[config.mk]
export PLATFORM = sky130hd
export DESIGN_NAME = micro_sequencer_flat
export DESIGN_NICKNAME = d
export VERILOG_FILES = /design/src/rtl/micro_sequencer_if.sv /design/src/rtl/micro_sequencer.sv /design/src/flat_wrapper.sv
export SDC_FILE = /design/constraint.sdc
export NUM_CORES = 1
export LEC_CHECK = 0
export CAP_MARGIN = 20
export CORE_AREA = 2 2 46 48
export CTS_CLUSTER_DIAMETER = 50
export DETAILED_ROUTE_END_ITERATION = 6
export DIE_AREA = 0 0 48 50
export GPL_TIMING_DRIVEN = 0
export PLACE_DENSITY = 0.88
export SLEW_MARGIN = 20
export SYNTH_ARGS = -nofsm -noshare
export SYNTH_HDL_FRONTEND = slang
export SYNTH_SLANG_ARGS = --single-unit
[constraint.sdc]
create_clock -name clk -period 2.4 [get_ports clk]
set_input_delay 0.24 -clock clk [delete_from_list [all_inputs] [get_ports clk]]
set_output_delay 0.24 -clock clk [all_outputs]
set_load 0.005 [all_outputs]
[src/rtl/micro_sequencer_if.sv]
// micro_sequencer_if: control-word inputs and sequencer outputs shared by the
// micro sequencer (slave) and whatever drives it (master).
interface micro_sequencer_if #(
    parameter int AW = 8
);
    logic          start;
    logic          stall;
    logic [1:0]    bs;
    logic          ps;
    logic          z;
    logic [AW-1:0] bra;
    logic [AW-1:0] raa;
    logic          halt_i;
    logic          call_i;
    logic          ret_i;
    logic [AW-1:0] car;
    logic [1:0]    mux_c_sel;
    logic          busy;
    logic          done;
    logic          stk_err;

    modport master (
        output start, stall, bs, ps, z, bra, raa, halt_i, call_i, ret_i,
        input  car, mux_c_sel, busy, done, stk_err
    );

    modport slave (
        input  start, stall, bs, ps, z, bra, raa, halt_i, call_i, ret_i,
        output car, mux_c_sel, busy, done, stk_err
    );
endinterface

[src/rtl/micro_sequencer.sv]
// micro_sequencer: IDLE/RUN/DONE control-address sequencer with conditional branching.
// Define MSEQ_CALL_STACK_EN to add a STACK_DEPTH-entry call/return stack.
module micro_sequencer #(
    parameter int            AW          = 8,
    parameter logic [AW-1:0] RESET_ADDR  = '0,
    parameter int            STACK_DEPTH = 4
) (
    input logic               clk,
    input logic               rst_n,
    micro_sequencer_if.slave  bus
);
    typedef enum logic [1:0] {IDLE, RUN, DONE} state_t;

    state_t        state, state_n;
    logic [AW-1:0] car_q, car_n, inc, nxt;
    logic [1:0]    sel;
    logic          adv, done_q;

    assign inc = car_q + AW'(1);
    assign adv = (state == RUN) && !bus.stall && !bus.halt_i;

`ifdef MSEQ_CALL_STACK_EN
    localparam int SPW = $clog2(STACK_DEPTH + 1);
    localparam int IW  = (STACK_DEPTH > 1) ? $clog2(STACK_DEPTH) : 1;

    logic [AW-1:0]  stack [STACK_DEPTH];
    logic [SPW-1:0] sp;
    logic           err_q, empty, full, push, pop, ovf;

    assign empty = (sp == '0);
    assign full  = (sp == SPW'(STACK_DEPTH));
    assign push  = adv && !bus.ret_i && bus.call_i && !full;
    assign pop   = adv && bus.ret_i && !empty;
    assign ovf   = adv && (bus.ret_i ? empty : (bus.call_i && full));

    // ret wins over call, call wins over the branch select
    always_comb begin
        sel = 2'b00;
        if (state == RUN)
            sel = bus.ret_i  ? (empty ? 2'b00 : 2'b11) :
                  bus.call_i ? 2'b01 :
                  (bus.bs == 2'b10) ? 2'b10 :
                  ((bus.bs == 2'b11) || (bus.bs == 2'b01 && (bus.z ^ bus.ps))) ? 2'b01 : 2'b00;
    end

    assign nxt = (sel == 2'b11) ? stack[IW'(sp - SPW'(1))] :
                 (sel == 2'b10) ? bus.raa :
                 (sel == 2'b01) ? bus.bra : inc;

    always_ff @(posedge clk)
        if (push) stack[IW'(sp)] <= inc;

    always_ff @(posedge clk or negedge rst_n) begin
        if (!rst_n) begin
            sp    <= '0;
            err_q <= 1'b0;
        end else begin
            sp    <= push ? sp + SPW'(1) : pop ? sp - SPW'(1) : sp;
            err_q <= err_q | ovf;
        end
    end

    assign bus.stk_err = err_q;
`else
    always_comb begin
        sel = 2'b00;
        if (state == RUN)
            sel = (bus.bs == 2'b10) ? 2'b10 :
                  ((bus.bs == 2'b11) || (bus.bs == 2'b01 && (bus.z ^ bus.ps))) ? 2'b01 : 2'b00;
    end

    assign nxt = (sel == 2'b10) ? bus.raa : (sel == 2'b01) ? bus.bra : inc;
    assign bus.stk_err = 1'b0;
`endif

    always_comb begin
        state_n = state;
        car_n   = car_q;
        case (state)
            IDLE: if (bus.start) state_n = RUN;
            RUN:
                if (!bus.stall) begin
                    if (bus.halt_i) state_n = DONE;
                    else car_n = nxt;
                end
            DONE: begin
                state_n = IDLE;
                car_n   = RESET_ADDR;
            end
            default: begin
                state_n = IDLE;
                car_n   = RESET_ADDR;
            end
        endcase
    end

    always_ff @(posedge clk or negedge rst_n) begin
        if (!rst_n) begin
            state  <= IDLE;
            car_q  <= RESET_ADDR;
            done_q <= 1'b0;
        end else begin
            state  <= state_n;
            car_q  <= car_n;
            done_q <= (state_n == DONE);
        end
    end

    assign bus.car       = car_q;
    assign bus.mux_c_sel = sel;
    assign bus.busy      = (state != IDLE);
    assign bus.done      = done_q;
endmodule

[src/flat_wrapper.sv]
// flat-port wrapper written by rule: the top's interface ports become plain ports
module micro_sequencer_flat 
#(
    parameter int            AW          = 8,
    parameter logic [AW-1:0] RESET_ADDR  = '0,
    parameter int            STACK_DEPTH = 4
)
  (clk, rst_n, bus_start, bus_stall, bus_bs, bus_ps, bus_z, bus_bra, bus_raa, bus_halt_i, bus_call_i, bus_ret_i, bus_car, bus_mux_c_sel, bus_busy, bus_done, bus_stk_err);
  micro_sequencer_if #(.AW(AW)) bus_i ();
  input logic clk;
  input logic rst_n;
  input wire logic [$bits(bus_i.start)-1:0] bus_start;
  input wire logic [$bits(bus_i.stall)-1:0] bus_stall;
  input wire logic [$bits(bus_i.bs)-1:0] bus_bs;
  input wire logic [$bits(bus_i.ps)-1:0] bus_ps;
  input wire logic [$bits(bus_i.z)-1:0] bus_z;
  input wire logic [$bits(bus_i.bra)-1:0] bus_bra;
  input wire logic [$bits(bus_i.raa)-1:0] bus_raa;
  input wire logic [$bits(bus_i.halt_i)-1:0] bus_halt_i;
  input wire logic [$bits(bus_i.call_i)-1:0] bus_call_i;
  input wire logic [$bits(bus_i.ret_i)-1:0] bus_ret_i;
  output wire logic [$bits(bus_i.car)-1:0] bus_car;
  output wire logic [$bits(bus_i.mux_c_sel)-1:0] bus_mux_c_sel;
  output wire logic [$bits(bus_i.busy)-1:0] bus_busy;
  output wire logic [$bits(bus_i.done)-1:0] bus_done;
  output wire logic [$bits(bus_i.stk_err)-1:0] bus_stk_err;
  assign bus_i.start = bus_start;
  assign bus_i.stall = bus_stall;
  assign bus_i.bs = bus_bs;
  assign bus_i.ps = bus_ps;
  assign bus_i.z = bus_z;
  assign bus_i.bra = bus_bra;
  assign bus_i.raa = bus_raa;
  assign bus_i.halt_i = bus_halt_i;
  assign bus_i.call_i = bus_call_i;
  assign bus_i.ret_i = bus_ret_i;
  assign bus_car = bus_i.car;
  assign bus_mux_c_sel = bus_i.mux_c_sel;
  assign bus_busy = bus_i.busy;
  assign bus_done = bus_i.done;
  assign bus_stk_err = bus_i.stk_err;
  micro_sequencer #(.AW(AW), .RESET_ADDR(RESET_ADDR), .STACK_DEPTH(STACK_DEPTH)) u_core (.clk(clk), .rst_n(rst_n), .bus(bus_i));
endmodule
-- Word level (Yosys, flattened, before mapping)
Cells that the tools add are included.
- input bits: 27
- output and inout bits: 13
- bits in registers: 11
- word-level logic and storage cells: 32
- bitwise operators: 2
- $add $sub $neg: 1
- mux-type cells: 12
- reductions and logical operators: 5
- equality and inequality tests: 9
- operator list (cell ; number):
    2-to-1 mux 8 bit ; 4
    one-hot mux 8 bit (2 select lines) ; 1
    2-to-1 mux 2 bit ; 5
    adder 8 x 1 -> 8 bit (second input constant) ; 1
    equality test 2 bit (second input constant) ; 4
    equality test 2 x 1 -> 1 bit (second input constant) ; 3
    != test 2 bit (second input constant) ; 2
    one-hot mux 2 bit (2 select lines) ; 1
    AND reduction 3 bit ; 1
    logical NOT 2 bit ; 1
    nonzero test 2 bit ; 1
    logical AND 1 bit ; 1
    logical OR 1 bit ; 1
    2-to-1 mux 1 bit ; 1
    NOT 1 bit ; 1
    bitwise XOR 1 bit ; 1

-- Longest topological paths before layout
Gate-level depths: netlist of run 1.
- word-level depth: 12
- depth in mapped cells: 5

-- Worst setup path after synthesis of run 1
No wires, ideal clock.
- path kind: reg-to-reg
- start: register u_core.state[0]
- end: register u_core.car_q[7], in the netlist u_core.bus.car[7]
- period minus slack after synthesis: 1.330 ns
- data required time: 2.323 ns
- arrival: 1.252 ns
- stages on the path, launching flop included: 6
- setup slack: 1.070 ns
- cell sequence: dfrtp_1 > and4bb_4 > and2_4 > buf_6 > a211o_1 > a21oi_1
- longest elaborated chain between the ends: 8
- elaborated cells on any way between the ends: 14
- those cells by class: eq/ne: 5; mux: 6; bitwise: 1; reduce/logical: 2
- ends and longest elaborated chain (element ; line ; RTL):
    from (decl) ; micro_sequencer.sv:14 ; state_t state, state_n;
    from (signal assigned) ; micro_sequencer.sv:103 ; state <= state_n;
    equality test 2 x 1 -> 1 bit (*) ; - ;
    2-to-1 mux 2 bit (*) ; micro_sequencer.sv:67 ; if (state == RUN)
    net bus_mux_c_sel[1] ; flat_wrapper.sv:23 ; output wire logic [$bits(bus_i.mux_c_sel)-1:0] bus_mux_c_sel;
    equality test 2 x 1 -> 1 bit ; micro_sequencer.sv:72 ; assign nxt = (sel == 2'b10) ? bus.raa : (sel == 2'b01) ? bus.bra : inc;
    2-to-1 mux 8 bit ; micro_sequencer.sv:72 ;
    2-to-1 mux 8 bit (*) ; micro_sequencer.sv:72 ;
    2-to-1 mux 8 bit (*) ; micro_sequencer.sv:83 ; if (bus.halt_i) state_n = DONE;
    2-to-1 mux 8 bit (*) ; micro_sequencer.sv:82 ; if (!bus.stall) begin
    one-hot mux 8 bit (2 select lines) (*) ; micro_sequencer.sv:79 ; case (state)
    to (signal assigned) ; micro_sequencer.sv:104 ; car_q <= car_n;
    to (decl) ; micro_sequencer.sv:15 ; logic [AW-1:0] car_q, car_n, inc, nxt;
The timed path passes the listed nets; every way through them passes the cells marked *. The select of a mux whose other input is x is not followed.
A chain may end at the register's enable or synchronous reset.

-- Worst setup path in the final report of run 1
- start: register u_core.state[1]
- end: output bus_mux_c_sel[0]
- longest elaborated chain between the ends: 2
- ends and longest elaborated chain (element ; line):
    equality test 2 x 1 -> 1 bit ; -
    2-to-1 mux 2 bit ; micro_sequencer.sv:67
    to (decl) ; flat_wrapper.sv:23
Every way passes these cells.

==> results by stage, run 1 <==
Outcome:
- The run finished with clean final reports.

Placed design:
- The HPWL reported at the end of detailed placement is 1460 um.
- The count of buffers added on input and output ports is 36.
- The pre-CTS setup slack is 365 ps.
- The final RePlAce weighted congestion is 0.827.

Finish:
- From synthesis to final layout, the design area changed by 57.5%.
- The area taken by flip-flops and latches is 275 sq um.
- Of the cells placed in the final design, the portion with a size suffix greater than 1 is 10.2%.
- The library cell used most frequently in the layout, excluding fill and tap cells, is sky130_fd_sc_hd__clkdlybuf4s50_1.
- In the final layout, the multi-input gates occupy 424 sq um.
- The net count of the finished layout is 147.
- The antenna diode count is 0.
- The top cell types in the final layout, fill and taps aside, are sky130_fd_sc_hd__clkdlybuf4s50_1, sky130_fd_sc_hd__dfrtp_1, sky130_fd_sc_hd__a22oi_1.
- The number of fillers in the final layout is 174.

Clock tree:
- The number of setup buffers added after CTS is 0.
- The TritonCTS clock tree is yes.
- The number of gates resized after CTS is 0.
- The tree is rooted in a sky130_fd_sc_hd__clkbuf_4.
- After clock tree synthesis, the clock-pin slew on the worst setup and hold paths is 80 ps.
- The number of buffers between clock root and the deepest sink is 2.
- For the worst-skew pair, the clock arrives at the later sink with an insertion delay of 260 ps.
- The clock net in this run drives a total of 11 sinks.
- For this design, the CTS-stage hold fixing added 0 buffers.
- Buffers inserted during clock tree synthesis total 3.
- CTS built an H-tree with a depth of 1.

Drt:
- The final layout contains routed wiring with a total length of 1900 um.
- The met3 wirelength from detailed routing is 101 um.
- The first routing iteration left 15 violations.
- After detailed routing, no signal wire sits above met4.
- After detailed routing, the wire length on met1 is 872 um.
- The routed length on met2 is 908 um.
- For this run, the detailed router's first-pass iteration total came to 4.
- The number of remaining DRC errors is 0.
- In the routed layout, each cell is associated on average with a via count of 5.18.
- The post-detailed-route wirelength per cell is 13.1 um.
- The via count is 751.
- The count of nets left with antenna violations after detail routing is 0.

STA:
- The total count of hold-check failures in the final report is 0.
- Setup repair after global routing left no endpoint under its margin.
- The final-report max-slew violation count is 0.
- The total negative slack for setup checks is 0 ps.
- In this run the tightest slew margin relative to its limit is 58.4%.
- Setup violations remaining at the end of the flow were counted as 0.
- Subtracting the final worst setup slack from the clock period gives 2070 ps.
- The post-route clock skew is 0.664 ps.
- Derived from the worst setup path, the maximum achievable clock frequency is 0.484 GHz.
- The setup slack of the critical path after layout is 332 ps.
- The period utilization is 86.2%.
- For the pin with the worst max-slew slack, the measured transition is 624 ps.

Power and ir drop:
- Of the total power, the share spent switching nets is 33.7%.
- The share of total power in combinational logic is 41.7%.
- In this run, flip-flops and latches consume 40.7% of the power.
- The switching component of the power is 0.246 mW.
- The internal power consumption is 0.484 mW.
- Across the VDD grid, the largest voltage drop is 344 uV.
- The clock power share is 17.6%.
- Power spread over the standard cell area amounts to 632 nW/um^2.
- In this run the static leakage power is 0.481 nW.

Synthesis:
- The sequential cell area fraction in the yosys report is 37.5%.
- The number of different library cells used by synthesis comes to 31.
- The cell count after synthesis is 78.
- Yosys printed 0 warnings.
- Synthesis produced a netlist with a net count of 106.
- Averaged over all synthesized cells, the footprint is 9.40 sq um.
- Of all flip-flops after synthesis, the portion carrying an async set or reset was 100%.
- After synthesis the netlist holds a flip-flop and latch count of 11.
- The biggest area consumer among synthesized cells is sky130_fd_sc_hd__dfrtp_1.
- Counting flops with a built-in enable in the synthesized netlist gives 0.
- Yosys attributes the largest share of cell area to sky130_fd_sc_hd__dfrtp_1, sky130_fd_sc_hd__a22oi_1, sky130_fd_sc_hd__mux2i_1.
- The top flip-flop cell by instance count after synthesis is sky130_fd_sc_hd__dfrtp_1.
- The synthesized area is 733 sq um.
- The share of Yosys cell area claimed by the top area cell type is 37.5%.

Critical path:
- The cell depth of the worst flop-to-flop path is 5.
- In this run the register-to-register setup slack is 930 ps.
- The peak fanout along the critical path is 9.
- The worst setup path is launched from a flop.
- The endpoint kind of the worst setup timing path is a primary output.
- By startpoint and endpoint, the worst setup path is classified as reg -> out.
- At the worst endpoint, the arrival time is 1830 ps.
- The reg-to-reg endpoint is u_core.bus.car[7].
- The required time of the critical path is 2160 ps.
- The worst register-to-register path begins at u_core.state[0].

Floorplan:
- The core region is 1900 sq um.
- The number of rows created at floorplan is 16.
- The die covers 2400 sq um.
- Measured along the y axis, the die boundary spans 50 um.
- Once the floorplan was initialized, standard cells occupied 38.6% of the core.
- In this run the count of I/O pins placed on the die edge is 40.
- Measured along the x axis, the die boundary spans 48 um.

Job:
- The number of violations of the max-capacitance limit is 0.

Hold path:
- In this run the worst hold path is classified as in -> async.

GRT:
- The number of antenna violations at the first check in global routing came to 0.
- In the global route stage, overall resource usage came out at 17.1%.
- The largest net degree at the start of global routing is 12.
- The via count of the first global-routing pass is 757.
- The global-route wire length before repair is 3000 um.
- The global route total overflow is 0.
## registers in the layout, summed over array words and instances (netlist names)
name             flops
u_core.state         2
u_core.bus.done      1
u_core.bus.car       8
## metal layers
metal  global-route usage, %  vias to the layer above
li1                        -                      369
met1                    19.9                      350
met2                    30.0                       30
met3                    1.47                        2
met4                    7.66                        0
met5                       0                        -
## through the flow
stage	util, %	cells	hold slack [ps]	cell area (sq um)	power (mW)
floorplan	-	78	-55.6	733	0.432
global placement	59.3	141	511	1130	0.595
detailed placement	59.3	141	533	1130	0.605
CTS	60.7	145	321	1150	0.734
global route	60.7	145	356	1150	0.781
finish	60.7	145	314	1150	0.730
## final cells by class
cell class	count	share of cell area, %
buffer	2	1.63
inverter	4	1.30
clock buffer	3	1.95
clock inverter	1	0.433
multi-input combinational	61	36.7
tap	27	2.93
timing repair buffer	36	31.2
sequential	11	23.8
## synth_stat cells, drive strengths merged (2+ instances only)
cell / count
nand3: 5
a21oi: 3
o21a: 3
xor2: 2
o21ai: 5
mux2i: 4
nor3: 5
nor2: 5
nand2: 2
xnor2: 2
inv: 4
dfrtp: 11
and3: 2
o31ai: 3
buf: 2
and2: 2
a22oi: 7
## how the worst max path moves through the flow
stage | to | slack, ps | start
finish | bus_mux_c_sel[0] | 330 | u_core.state[1]
global route | bus_mux_c_sel[0] | 250 | u_core.state[1]
CTS | bus_mux_c_sel[0] | 340 | u_core.state[1]
detailed placement | bus_mux_c_sel[0] | 370 | bus_ps
global placement | bus_mux_c_sel[0] | 370 | bus_z
floorplan | u_core.bus.car[7] | 1070 | u_core.state[0]
## kinds of logic after synthesis
group                      count (synthesis)  share of synthesized area (%)
and+or+nand+nor                           26                           20.3
DFF                                       11                           37.5
xor gates and xnor gates                   4                           4.78
buffers and inverters                      6                           4.61
other                                      1                          0.511
adders and majority gates                  1                           1.71
muxes                                      4                           5.46
AOI/OAI and AO/OA                         25                           25.1
## power by group through the flow
stage / sequential [mW] / clock (mW) / combinational, mW
2_1_floorplan: 0.288 / 0 / 0.144
3_3_place_gp: 0.296 / 0 / 0.299
3_5_place_dp: 0.300 / 0 / 0.305
4_1_cts: 0.296 / 0.131 / 0.307
5_1_grt: 0.306 / 0.139 / 0.336
6_report: 0.297 / 0.129 / 0.304
## worst max-delay path: stages (launching register included)
cell                              delay (ps)
sky130_fd_sc_hd__dfrtp_1                 440
sky130_fd_sc_hd__and2b_4                 300
sky130_fd_sc_hd__o211ai_4                160
sky130_fd_sc_hd__inv_2                   150
sky130_fd_sc_hd__clkdlybuf4s50_1         510
No activity file was read; power rests on OpenSTA's default activity.
==> inputs of run 2 (changes only) <==
Settings changed: GPL_ROUTABILITY_DRIVEN set to 0.
==> results of run 2 <==
Final layout, timing and power as in run 1 (identical DEF).
